[config.mk]
export PLATFORM = sky130hd
export DESIGN_NAME = count_share_arbiter
export DESIGN_NICKNAME = d
export VERILOG_FILES = /design/src/rtl/count_share_arbiter_pkg.sv /design/src/rtl/count_share_arbiter_count_core.sv /design/src/rtl/count_share_arbiter.sv
export SDC_FILE = /design/constraint.sdc
export NUM_CORES = 1
export LEC_CHECK = 0
export CORE_MARGIN = 2
export CORE_UTILIZATION = 51
export DETAILED_ROUTE_END_ITERATION = 7
export GPL_TIMING_DRIVEN = 0
export PLACE_DENSITY = 0.85
export SLEW_MARGIN = 5
export SYNTH_ARGS = -nofsm -noshare
export SYNTH_HDL_FRONTEND = slang
export SYNTH_SLANG_ARGS = --single-unit
export TNS_END_PERCENT = 100
[constraint.sdc]
create_clock -name clk -period 2 [get_ports clk]
set_input_delay 0.3 -clock clk [delete_from_list [all_inputs] [get_ports clk]]
set_output_delay 0.3 -clock clk [all_outputs]
set_load 0.01 [all_outputs]
[src/rtl/count_share_arbiter_pkg.sv]
// Shared types and constants for the counter-sharing arbiter.
package count_share_arbiter_pkg;

  localparam int unsigned NREQ  = 2;
  localparam int unsigned LEN_W = 3;
  localparam int unsigned REM_W = 4;

  localparam logic MODE_ODD  = 1'b1;
  localparam logic MODE_EVEN = 1'b0;

  localparam int unsigned LEN_ZERO_MEANS = 8;

  typedef enum logic [1:0] {
    ST_IDLE = 2'd0,
    ST_RUN  = 2'd1,
    ST_DONE = 2'd2
  } state_e;

  // Burst length in steps; an encoded zero stands for the full eight steps.
  function automatic logic [REM_W-1:0] burst_len(input logic [LEN_W-1:0] len);
    return (len == '0) ? REM_W'(LEN_ZERO_MEANS) : {1'b0, len};
  endfunction

endpackage

[src/rtl/count_share_arbiter_count_core.sv]
// Parity-switching up-counter: +1 on a misaligned first step, +2 otherwise.
module count_core
  import count_share_arbiter_pkg::*;
#(
  parameter int unsigned WIDTH = 3
) (
  input  logic             clk,
  input  logic             rst_n,
  input  logic             en,
  input  logic             first,
  input  logic             control,
  output logic [WIDTH-1:0] count,
  output logic             odd_flag
);

  logic [WIDTH-1:0] count_q;
  logic [WIDTH-1:0] count_d;
  logic [WIDTH-1:0] step_c;

  // Step size: align parity on the first step of a burst, otherwise stay on parity.
  always_comb begin
    step_c  = WIDTH'(2);
    if (first && (count_q[0] != control)) begin
      step_c = WIDTH'(1);
    end
    count_d = count_q + step_c;
  end

  // Counter register; holds whenever no burst is stepping it.
  always_ff @(posedge clk or negedge rst_n) begin
    if (!rst_n) begin
      count_q <= '0;
    end else if (en) begin
      count_q <= count_d;
    end
  end

  assign count    = count_q;
  assign odd_flag = count_q[0];

endmodule

[src/rtl/count_share_arbiter.sv]
// Round-robin arbiter sequencing bursts of a shared parity counter for two requesters.
module count_share_arbiter
  import count_share_arbiter_pkg::*;
#(
  parameter int unsigned WIDTH = 3
) (
  input  logic             clk,
  input  logic             rst_n,
  input  logic [1:0]       req,
  input  logic [1:0]       mode,
  input  logic [2:0]       len0,
  input  logic [2:0]       len1,
  output logic [1:0]       gnt,
  output logic [1:0]       done,
  output logic             busy,
  output logic             control,
  output logic [WIDTH-1:0] count,
  output logic             odd_flag
);

  state_e           state_q;
  logic [1:0]       gnt_q;
  logic [1:0]       done_q;
  logic             busy_q;
  logic             control_q;
  logic [REM_W-1:0] rem_q;
  logic             prio_q;   // requester index holding round-robin priority
  logic             first_q;  // next counter step is the first of the burst
  logic             win_c;

  // Winner selection: a lone request wins outright, a tie goes to the priority holder.
  always_comb begin
    win_c = prio_q;
    if (req == 2'b01) begin
      win_c = 1'b0;
    end else if (req == 2'b10) begin
      win_c = 1'b1;
    end
  end

  // Sequencer FSM with registered grant, done, busy and control.
  always_ff @(posedge clk or negedge rst_n) begin
    if (!rst_n) begin
      state_q   <= ST_IDLE;
      gnt_q     <= '0;
      done_q    <= '0;
      busy_q    <= 1'b0;
      control_q <= MODE_EVEN;
      rem_q     <= '0;
      prio_q    <= 1'b0;
      first_q   <= 1'b0;
    end else begin
      case (state_q)
        ST_IDLE: begin
          if (|req) begin
            state_q   <= ST_RUN;
            gnt_q     <= win_c ? 2'b10 : 2'b01;
            busy_q    <= 1'b1;
            control_q <= mode[win_c];
            rem_q     <= burst_len(win_c ? len1 : len0);
            first_q   <= 1'b1;
          end
        end
        ST_RUN: begin
          first_q <= 1'b0;
          rem_q   <= rem_q - REM_W'(1);
          if (rem_q == REM_W'(1)) begin
            state_q <= ST_DONE;
            done_q  <= gnt_q;
          end
        end
        ST_DONE: begin
          state_q <= ST_IDLE;
          gnt_q   <= '0;
          done_q  <= '0;
          busy_q  <= 1'b0;
          prio_q  <= gnt_q[0];
        end
        default: begin
          state_q <= ST_IDLE;
          gnt_q   <= '0;
          done_q  <= '0;
          busy_q  <= 1'b0;
        end
      endcase
    end
  end

  count_core #(
    .WIDTH (WIDTH)
  ) u_core (
    .clk      (clk),
    .rst_n    (rst_n),
    .en       (state_q == ST_RUN),
    .first    (first_q),
    .control  (control_q),
    .count    (count),
    .odd_flag (odd_flag)
  );

  assign gnt     = gnt_q;
  assign done    = done_q;
  assign busy    = busy_q;
  assign control = control_q;

endmodule

# Yosys cells after proc, flatten, opt, wreduce, memory -nomap -nowiden
# Index checks and enable logic that the tools add are counted.
# totals
regBits	17
inputBits	12
out_inout_bits	10
elab_cells	52
# op_classes
add_sub_neg	2
order_cmp	1
eq_ne	8
muxes	20
bitwise_logic	2
reduce_logical	10
# op_table
op	n
2-bit 2-to-1 mux	6
2-bit one-hot mux with 2 select lines	3
2-bit AND reduction	5
4-bit 2-to-1 mux	2
4-bit one-hot mux with 2 select lines	1
1-bit 2-to-1 mux	5
2-bit by 1-bit equality test with 1-bit output (second input constant)	2
2-bit equality test (second input constant)	2
4-bit by 1-bit equality test with 1-bit output (second input constant)	1
2-bit != test (second input constant)	2
1-bit one-hot mux with 2 select lines	2
4-bit by 1-bit subtractor with 4-bit output (second input constant)	1
3-bit by 2-bit adder with 3-bit output	1
3-bit zero test	1
3-bit 2-to-1 mux	1
2-bit zero test	1
1-bit by 2-bit less-than comparator with 1-bit output (second input constant)	1
1-bit NOT	2
2-bit nonzero test	1
2-bit OR reduction	1
1-bit logical AND	1
1-bit != test	1

# Depth between registers and ports, before layout
# depth
word_depth	8
ltp_mapped	6
depth_no_buf	6

# Cells and area by module
# From an unflattened synthesis, not the netlist that was laid out.
# hier_totals
hier_cells	86
hier_area_um2	887.1
# by_module_without_submodules
mod	n_inst	cells_each	area_per_inst_um2	seq_area_each_um2
count_share_arbiter	1	72	721.9	350.3
count_core	1	14	165.2	75.1

# Least setup slack after synthesis
# Ideal clock, no wire load.
# synth_path
path_type	register -> register
startpoint	reg with a tool-made name
endpoint	reg u_core.count_q[1], in the netlist u_core.count[1]
setup_time_ps	117
t_arrival_ps	1312
required_time_ps	1883
slack_ps	571
path_stages_with_launch	6
path_buffers	0
period_less_slack_ps	1429
path_cell_list	dfrtp_1 xor2_1 and3_1 fa_1 nand2_1 nand2_1
# synth_rtl
item	line_no	rtl
to (signal assigned)	count_share_arbiter_count_core.sv:34	count_q <= count_d;
to (decl)	count_share_arbiter_count_core.sv:16	logic [WIDTH-1:0] count_q;

==> reports/metrics.sh <==
OUTCOME='finished clean'
GRT_MAX_DEGREE=18
MAPPED_AVG_CELL_AREA_UM2=9.75
GLOBALROUTEOVERFLOWTOTAL=0
MIN_PERIOD_OVER_PERIOD=0.832
FINISH.UTILIZATION=0.728
MAXCAPVIOLCOUNT=0
FLOORPLAN.CORE_AREA_UM2=1560
HTREE_LEVELS=1
PRECTSSETUPSLACK_NS=0.221
SEQ_AREA_FRAC_SYNTH=0.485
WORST_PATH_DOMINANT_CELL_FAMILY='buffers and inverters'
WORST_SLACK_NS=0.337
WORST_PATH_LARGEST_CELL_DELAY_NS=0.52
LEADING_POST_SYNTHESIS_CELLS_BY_INSTANCE_COUNT='sky130_fd_sc_hd__dfrtp_1 (17), sky130_fd_sc_hd__nand2_1 (14), sky130_fd_sc_hd__o21ai_0 (7)'
P_LEAK_nW=0.509
COMB_POWER_SHARE=0.511
TIMING.FINAL.SETUP_VIOLATIONS=0
PLACEMENT_ROWS=14
YOSYSTOPAREACELL='sky130_fd_sc_hd__dfrtp_1'
COUNT_OF_INPUT_AND_OUTPUT_BUFFERS=21
TIMING.CRITICAL_PATH.CELLS='buf_4, clkdlybuf4s50_1'
INSTANCES_NO_FILL=131
INITIAL_UTILIZATION=0.563
SYNTH.YOSYS.WARNINGS=0
SETUP_REPAIR_AFTER_GLOBAL_ROUTING_MISSED_ITS_MARGIN='false'
CRITPATHLAUNCHTYPE='register'
FINAL.SETUP_SKEW_NS=0.00140
TIGHTEST_SLEW_NS=0.765
GP_CONGESTION=0.785
WORSTPATHMAXFANOUT=5
P_PER_AREA_nW_PER_UM2=1490
ARRIVAL_NS=1.36
IRDROPWORSTVDD_mV=0.800
FP.DIEAREA_UM2=2070
PLACE.DETAILED.INSTANCES=127
CP.REQUIRED_NS=1.70
PATH_CLASS='reg -> out'
POST_ROUTE_CELLS_DRIVE_ABOVE_1_SHARE=0.104
NUMBER_OF_GLOBAL_ROUTE_VIAS_BEFORE_REPAIR=673
SYNTH_EDF_COUNT=0
CP_NUM_BUF_INV=2
CLOCKBUFFERDEPTH=2
DIEHEIGHT_UM=45.5
POST_SYNTH_INST_COUNT=90
MAX_FREQ_MHz=601
DRT-INITIAL-DRC-COUNT=17
ROUTE.ANTENNA.REMAINING_NETS=0
TIMING.SLEW.HEADROOM=0.488
GRTUSAGETOTAL=0.202
SYNTH_TOP_CELL_AREA_SHARE=0.485
HOLD_PATH_CLASS='in -> async'
HOLD_BUFFERS_POST_CTS=0
ENDPOINT_KIND='output pin'
CLK-INSERTION-DELAY-LATE_NS=0.30
WL_PER_CELL_UM=13.4
DIE_W_UM=45.5
POST_SYNTH_NUM_CELL_TYPES=30
COMMONEST_REGISTER_CELL_AFTER_SYNTHESIS='sky130_fd_sc_hd__dfrtp_1'
CTS-ROOT-BUF='sky130_fd_sc_hd__clkbuf_4'
CTS_POST_SETUP_BUFFERS_INSERTED=0
P_INT_mW=1.02
YOSYSMOSTFREQUENTCELL='sky130_fd_sc_hd__dfrtp_1'
ROUTED_VIA_DENSITY=5.45
CTS_INSERTED_BUFFERS=3
N_FILL_CELL=122
FIRST_PASS_ITERS=4
SYNTH-ASYNC-RESET-RATIO=1.00
TIMING.FINAL.MAX_SLEW_VIOLATIONS=0
POST-ROUTE-MIN-PERIOD_NS=1.66
DIODES=0
CTS.REPORTEDPATHS.CLKPINSLEW_NS=0.10
SYN_TO_FINAL_GROWTH_PCT=29.4
GRT_FIRST_PASS_WIRELENGTH_MM=2.91
ROUTED-VIA-COUNT=714
GRT_ANTENNA_BEFORE_REPAIR=0
PART_OF_THE_TOTAL_POWER_DISSIPATED_IN_SEQUENTIAL_ELEMENTS=0.378
SYNTH_NETS=105
REPORT.FINAL.HOLD_VIOL_COUNT=0
CTS_TREE='built'
SWITCHING_SHARE=0.396
BOUNDARYPINS=22
MAPPEDNETLISTAREA_UM2=877
PLACE_HPWL_MM=1.31
P_CLK_FRAC=0.111
NUMBER_OF_SINKS_DRIVEN_BY_THE_CLOCK_TREE=17
POSTROUTEWIRELENGTH_MM=1.76
HOLDWS_NS=0.440
SYNTH_AREA_LEADERS='sky130_fd_sc_hd__dfrtp_1 (49%), sky130_fd_sc_hd__nand2_1 (6.0%), sky130_fd_sc_hd__o21ai_0 (4.0%), sky130_fd_sc_hd__mux2i_1 (3.4%), sky130_fd_sc_hd__a21oi_1 (2.9%)'
CPMAXSTAGEDELAYCELL='sky130_fd_sc_hd__clkdlybuf4s50_1'
SYNTH.FF_LATCH_COUNT=17
SWITCHINGPOWER_mW=0.671
SETUP-TNS-FINAL_NS=0
POSTCTSRESIZEDCELLS=0
DESIGN.FINAL.NETS=131
DRC_ERRORS=0
path summary, 6_finish.rpt:
check                                 from         endpoint  slack [ns]  cells past startpoint
max                               register         count[0]        0.34                      2
min                                  rst_n        async pin        0.44                      1
max reg2reg                       rem_q[1]          done[0]        0.49                      6
min reg2reg                u_core.count[2]  u_core.count[2]        0.48                      1
max in group asynchronous            rst_n          done[1]        1.08                      1
min in group clk           u_core.count[2]  u_core.count[2]        0.48                      1
cell families (layout without fill, tap and decap cells):
logic type,after synthesis,in the layout,share of synthesized area
compound gates,20,20,0.143
xor+xnor,3,3,0.0300
fa+ha+maj,3,3,0.0514
mux,5,5,0.0599
buf+inv,7,32,0.0371
simple gates,35,35,0.194
flops,17,17,0.485
area by class of cell:
type / instances / area, um^2 / share of cell area
multi-input combinational: 66 / 419 / 0.369
sequential: 17 / 425 / 0.375
inverter: 4 / 15.0 / 0.0132
tap: 16 / 20.0 / 0.0176
clock inverter: 1 / 5.00 / 0.00441
timing repair buffer: 21 / 210 / 0.185
buffer: 3 / 17.5 / 0.0154
clock buffer: 3 / 22.5 / 0.0198
flip-flops by register name, indices dropped and copies added, names as in the netlist, named ones only:
signal and count:
busy 1, control 1, done 2, first_q 1, gnt 2, prio_q 1
rem_q 4, state_q 2, u_core.count 2
metal layers:
| metal | part of all wire | GRT usage |
|---|---|---|
| met3 | 0.040 | 0.0476 |
| met1 | 0.47 | 0.260 |
| met4 | 0.019 | 0.0882 |
| met5 | 0 | 0 |
| met2 | 0.47 | 0.324 |
power groups by stage:
stage                     clock network, mW  registers (mW)  logic, mW
after global placement                    0           0.638      0.827
after global routing                  0.206           0.662      0.975
final                                 0.188           0.640      0.867
after CTS                             0.192           0.638      0.873
after detailed placement                  0           0.645      0.869
after floorplan                           0           0.655      0.518
placed cells by master, fill, tap and decap left out, types with 2 or more instances in the layout:
cell                               n
sky130_fd_sc_hd__a21oi_1           5
sky130_fd_sc_hd__buf_2             2
sky130_fd_sc_hd__clkbuf_4          3
sky130_fd_sc_hd__clkdlybuf4s50_1  21
sky130_fd_sc_hd__dfrtp_1          17
sky130_fd_sc_hd__ha_1              2
sky130_fd_sc_hd__inv_1             4
sky130_fd_sc_hd__mux2_2            2
sky130_fd_sc_hd__mux2i_1           3
sky130_fd_sc_hd__nand2_1          14
sky130_fd_sc_hd__nand2b_1          4
sky130_fd_sc_hd__nand3_1           3
sky130_fd_sc_hd__nor2_1            3
sky130_fd_sc_hd__nor2b_1           3
sky130_fd_sc_hd__nor3_1            3
sky130_fd_sc_hd__o211ai_1          2
sky130_fd_sc_hd__o21ai_0           7
sky130_fd_sc_hd__xnor2_1           2
per-stage QoR:
step | instance area (um^2) | power, mW
final | 1130 | 1.70
after global routing | 1130 | 1.84
after CTS | 1130 | 1.70
after detailed placement | 1110 | 1.51
after global placement | 1110 | 1.46
after floorplan | 877 | 1.17
(Power assumes the default switching activity.)
